[src/rtl/addsub_restoring_divider.sv]
// ---------------------------------------------------------------------------
// addsub_restoring_divider
//
// Sequential unsigned restoring divider. One WIDTH+1-bit ripple add/sub path
// is shared across all iterations, with its S input tied to subtract. The
// divider performs one trial subtraction per clock for WIDTH clocks, then
// publishes the quotient and remainder together with a one-cycle done strobe.
//
// Ports
//   clk_i        rising-edge clock
//   rst_i        asynchronous, active-high reset
//   start_i      request; sampled only while ready_o=1
//   a_i          dividend (unsigned), captured when start is accepted
//   b_i          divisor  (unsigned), captured when start is accepted
//   ready_o      high in IDLE only
//   done_o       one-cycle pulse when the results become valid
//   quotient_o   quotient result register
//   remainder_o  remainder result register
//   div_zero_o   set with done_o when the captured divisor was zero
// ---------------------------------------------------------------------------
module addsub_restoring_divider #(
   parameter int WIDTH = 6
) (
   input  logic             clk_i,
   input  logic             rst_i,
   input  logic             start_i,
   input  logic [WIDTH-1:0] a_i,
   input  logic [WIDTH-1:0] b_i,
   output logic             ready_o,
   output logic             done_o,
   output logic [WIDTH-1:0] quotient_o,
   output logic [WIDTH-1:0] remainder_o,
   output logic             div_zero_o
);

   localparam int CW = $clog2(WIDTH);

   typedef enum logic [1:0] {
      ST_IDLE = 2'd0,
      ST_RUN  = 2'd1,
      ST_FIN  = 2'd2
   } state_t;

   // Ripple-carry adder/subtractor: with sub=1 it computes x + ~y + 1.
   function automatic logic [WIDTH:0] ripple_addsub(
      input logic [WIDTH:0] x,
      input logic [WIDTH:0] y,
      input logic           sub
   );
      logic [WIDTH:0] sum;
      logic           carry;
      logic           yb;
      carry = sub;
      for (int i = 0; i <= WIDTH; i++) begin
         yb     = y[i] ^ sub;
         sum[i] = x[i] ^ yb ^ carry;
         carry  = (x[i] & yb) | (x[i] & carry) | (yb & carry);
      end
      return sum;
   endfunction

   state_t           state_q;
   logic [WIDTH:0]   r_q;
   logic [WIDTH-1:0] q_q;
   logic [WIDTH-1:0] d_q;
   logic [CW-1:0]    cnt_q;
   logic             dz_pend_q;
   logic             ready_q;
   logic             done_q;
   logic [WIDTH-1:0] quot_q;
   logic [WIDTH-1:0] rem_q;
   logic             dz_q;

   logic [WIDTH:0]   rs_s;
   logic [WIDTH:0]   t_s;
   logic [WIDTH:0]   r_d;
   logic [WIDTH-1:0] q_d;

   // One restoring iteration: shift, trial subtract, keep or restore.
   always_comb begin
      rs_s = {r_q[WIDTH-1:0], q_q[WIDTH-1]};
      t_s  = ripple_addsub(rs_s, {1'b0, d_q}, 1'b1);
      r_d  = rs_s;
      q_d  = {q_q[WIDTH-2:0], 1'b0};
      // The partial remainder is always below the divisor, so the top bit of
      // the trial result is a clean borrow flag.
      if (t_s[WIDTH] == 1'b0) begin
         r_d = t_s;
         q_d = {q_q[WIDTH-2:0], 1'b1};
      end else begin
         r_d = rs_s;
         q_d = {q_q[WIDTH-2:0], 1'b0};
      end
   end

   // Sequencer FSM with the datapath and result registers.
   always_ff @(posedge clk_i or posedge rst_i) begin
      if (rst_i) begin
         state_q   <= ST_IDLE;
         r_q       <= {(WIDTH+1){1'b0}};
         q_q       <= {WIDTH{1'b0}};
         d_q       <= {WIDTH{1'b0}};
         cnt_q     <= {CW{1'b0}};
         dz_pend_q <= 1'b0;
         ready_q   <= 1'b1;
         done_q    <= 1'b0;
         quot_q    <= {WIDTH{1'b0}};
         rem_q     <= {WIDTH{1'b0}};
         dz_q      <= 1'b0;
      end else begin
         case (state_q)
            ST_IDLE: begin
               done_q <= 1'b0;
               if (start_i) begin
                  state_q <= ST_RUN;
                  ready_q <= 1'b0;
                  d_q     <= b_i;
                  q_q     <= a_i;
                  r_q     <= {(WIDTH+1){1'b0}};
                  // A zero divisor skips the iterations: one pass through
                  // RUN with count=0 keeps its DONE timing one edge later.
                  if (b_i == {WIDTH{1'b0}}) begin
                     dz_pend_q <= 1'b1;
                     cnt_q     <= {CW{1'b0}};
                  end else begin
                     dz_pend_q <= 1'b0;
                     cnt_q     <= CW'(WIDTH-1);
                  end
               end else begin
                  ready_q <= 1'b1;
               end
            end

            ST_RUN: begin
               if (!dz_pend_q) begin
                  r_q <= r_d;
                  q_q <= q_d;
               end else begin
                  r_q <= r_q;
                  q_q <= q_q;
               end
               if (cnt_q == {CW{1'b0}}) begin
                  state_q <= ST_FIN;
                  done_q  <= 1'b1;
                  if (dz_pend_q) begin
                     quot_q <= {WIDTH{1'b1}};
                     rem_q  <= q_q;
                     dz_q   <= 1'b1;
                  end else begin
                     quot_q <= q_d;
                     rem_q  <= r_d[WIDTH-1:0];
                     dz_q   <= 1'b0;
                  end
               end else begin
                  cnt_q <= cnt_q - CW'(1);
               end
            end

            ST_FIN: begin
               state_q   <= ST_IDLE;
               done_q    <= 1'b0;
               ready_q   <= 1'b1;
               dz_pend_q <= 1'b0;
            end

            default: begin
               state_q <= ST_IDLE;
               done_q  <= 1'b0;
               ready_q <= 1'b1;
            end
         endcase
      end
   end

   assign ready_o     = ready_q;
   assign done_o      = done_q;
   assign quotient_o  = quot_q;
   assign remainder_o = rem_q;
   assign div_zero_o  = dz_q;

endmodule

[config.mk]
export PLATFORM = sky130hd
export DESIGN_NAME = addsub_restoring_divider
export DESIGN_NICKNAME = d
export VERILOG_FILES = /design/src/rtl/addsub_restoring_divider.sv
export SDC_FILE = /design/constraint.sdc
export NUM_CORES = 1
export LEC_CHECK = 0
export BUFFER_PORTS_ARGS = -buffer_cell sky130_fd_sc_hd__buf_4
export CORE_ASPECT_RATIO = 0.8
export CORE_MARGIN = 10
export CORE_UTILIZATION = 56
export DETAILED_ROUTE_END_ITERATION = 10
export GPL_ROUTABILITY_DRIVEN = 0
export HOLD_SLACK_MARGIN = 0.06
export PLACE_DENSITY_LB_ADDON = 0.3
export SLEW_MARGIN = 20
export SYNTH_ARGS = -nofsm -noshare
export SYNTH_HDL_FRONTEND = slang
export SYNTH_SLANG_ARGS = --single-unit
[constraint.sdc]
create_clock -name clk_i -period 4.55 [get_ports clk_i]
set_input_delay 0.455 -clock clk_i [delete_from_list [all_inputs] [get_ports clk_i]]
set_output_delay 0.455 -clock clk_i [all_outputs]
set_load 0.05 [all_outputs]
==> flow_metrics.env <==
export IMPL_status="finished, final reports clean"
export IMPL_hold_path_class="input port to async pin"
export IMPL_crit_required_ns=4.77
export IMPL_drv_slew=0
export IMPL_htree_levels=2
export IMPL_fin_crit_sh_pct=84.2
export IMPL_avgSynthCellArea_um2=10.8
export IMPL_ctsLongestPathBuffers=2
export IMPL_cts_setup_buffers=0
export IMPL_grt_pass1_vias=1427
export IMPL_hold_buffers=0
export IMPL_drt_pass1_iterations=4
export IMPL_maxCapViolCount=0
export IMPL_crit_path_frequent_cell="fa_1"
export IMPL_r2r_start="q_q[5]"
export IMPL_yosys_most_used_dff="dfrtp_1"
export IMPL_fp_dieW_um=85.6
export IMPL_seq_area_frac_synth_pct=50.6
export IMPL_holdWs_ns=0.274
export IMPL_rsz0062_at_grt="false"
export IMPL_setup_tns_final_ns=0
export IMPL_antenna_found_initial=0
export IMPL_clk_pin_slew_worst_paths_ns=0.08
export IMPL_fmax_mhz=261
export IMPL_tightest_slew_ns=0.661
export IMPL_yosysWarnings=0
export IMPL_synthToLayoutAreaGrowth_pct=15.1
export IMPL_dieArea_um2=6210
export IMPL_period_needed_ns=3.83
export IMPL_cts_buffers=5
export IMPL_drt_wl_total_um=4080
export IMPL_drive_above_1_share_pct=25.1
export IMPL_globalRoute_totalOverflow=0
export IMPL_worstPathArrival_ns=4.05
export IMPL_core_area_um2=3200
export IMPL_cts_sinks=39
export IMPL_grt_max_degree=40
export IMPL_dpl_cell_area_um2=2130
export IMPL_fin_skew_ns=0.00836
export IMPL_drt_iter0_drc=92
export IMPL_netlist_area_um2=1930
export IMPL_hold_viol=0
export IMPL_ys_ff_latch=39
export IMPL_fp_dieH_um=72.5
export IMPL_crit_path_start="q_q[5]"
export IMPL_synth_fp_nets=201
export IMPL_grt_pass1_wl_um=6830
export IMPL_final_nets=230
export IMPL_pin_count=30
export IMPL_rr_endpoint="remainder_o[1]"
export IMPL_track_usage_pct=13.6
export IMPL_netlist_instances=178
export IMPL_worstSetupPathType="register to register"
export IMPL_setup_viol=0
export IMPL_max_slew_margin_pct=55.9
export IMPL_crit_fanout=4
export IMPL_worstSetupEndpointType="register"
export IMPL_dr_total_vias=1362
export IMPL_cp_cell_sequence="inv_1, ha_1, fa_1, fa_1, fa_1, fa_1, fa_1, xnor2_1, mux2i_1, mux2i_1, a21oi_1"
export IMPL_via_per_inst=5.51
export IMPL_rrSetupSlack_ns=0.72
export IMPL_cts_resized=0
export IMPL_synth_distinct_cells=32
export IMPL_synth_edf_count=0
export IMPL_start_kind="register"
export IMPL_slowest_delay_ns=0.48
export IMPL_cts_root_buf="clkbuf_8"
export IMPL_start_util_pct=60.4
export IMPL_clock_latency_ns=0.29
export IMPL_final_area_um2=2220
export IMPL_rows=18
export IMPL_r2r_cells=11
export IMPL_wl_per_cell_um=16.5
export IMPL_drc=0
export IMPL_crit_slowest_cell="xnor2_1"
export IMPL_antenna_cells=0
export IMPL_cts_tree="done"
export IMPL_synthArstFlopShare_pct=100
export IMPL_hpwlAfterDp_um=2940
export IMPL_place_port_buffers=29
export IMPL_ant_nets=0
state kept, by name, indices dropped and copies added (netlist names):
register / count
cnt_q: 3
d_q: 6
ready_o: 1
div_zero_o: 1
done_o: 1
q_q: 6
dz_pend_q: 1
state_q: 2
quotient_o: 6
remainder_o: 6
r_q: 6
per-layer routing:
metal  vias to the layer above  GRT usage (%)  wire, um
li1                        650              -         -
met1                       666           16.0      1780
met2                        42           21.8      1920
met3                         4           5.47       345
met4                         0           5.47        29
met5                         -              0         0
cells by family after synthesis:
| logic type | synth area share [%] |
|---|---|
| simple gates | 11.2 |
| flops | 50.6 |
| xor+xnor | 0.907 |
| buf+inv | 5.96 |
| compound gates | 10.8 |
| fa+ha+maj | 7.13 |
| mux | 13.4 |
area by class of cell:
class,instances,area [um^2]
Fill cell,247,976
Clock inverter,1,5.00
Tap cell,40,50.0
Multi-Input combinational cell,120,838
Clock buffer,6,82.6
Timing Repair Buffer,30,225
Inverter,11,43.8
Sequential cell,39,977
cell usage after synthesis (all sizes together), types with 2 or more instances:
cell type / count / share of area [%]
a21oi: 7 / 1.8
nand2: 31 / 6.0
nor2: 13 / 2.7
inv: 11 / 2.3
buf: 6 / 3.3
mux2i: 18 / 9.3
nand2b: 3 / 1.4
o21ai: 22 / 6.1
mux2: 7 / 4.1
dfrtp: 38 / 49
fa: 5 / 5.2
clkbuf: 2 / 0.39
ha: 3 / 1.9
per-stage QoR:
step | instances | util [%] | setup slack (ns)
2_1_floorplan | 178 | - | 1.08
3_3_place_gp | 240 | 66.7 | 0.862
3_5_place_dp | 240 | 66.7 | 0.757
4_1_cts | 247 | 69.5 | 0.733
5_1_grt | 247 | 69.5 | 0.510
6_report | 247 | 69.5 | 0.718
cell usage in the layout, fill, tap and decap left out, types with 2 or more instances in the layout:
cell	instances
nand2_1	31
ha_1	3
buf_4	30
nor2_1	12
mux2i_1	18
inv_1	10
o21ai_2	2
fa_1	5
nand2b_1	2
clkbuf_8	6
o21ai_0	17
dfrtp_1	38
mux2_2	7
a21oi_1	7
o21ai_1	3
worst max-delay path, delay by kind of cell (launching register included):
| family | cells | cell delay [ns] |
|---|---|---|
| flops | 1 | 0.37 |
| buf+inv | 1 | 0.07 |
| mux | 2 | 0.45 |
| fa+ha+maj | 6 | 2.23 |
| compound gates | 1 | 0.16 |
| xor+xnor | 1 | 0.48 |
how the worst max path moves through the flow:
| stage | end | slack (ns) |
|---|---|---|
| floorplan | remainder_o[5] | 1.08 |
| global placement | remainder_o[1] | 0.86 |
| detailed placement | remainder_o[1] | 0.76 |
| CTS | remainder_o[1] | 0.73 |
| global route | remainder_o[1] | 0.51 |
| finish | remainder_o[1] | 0.72 |
Power is not shown: default switching activity piles up to over one toggle a cycle in this logic, so the estimate is an artifact.
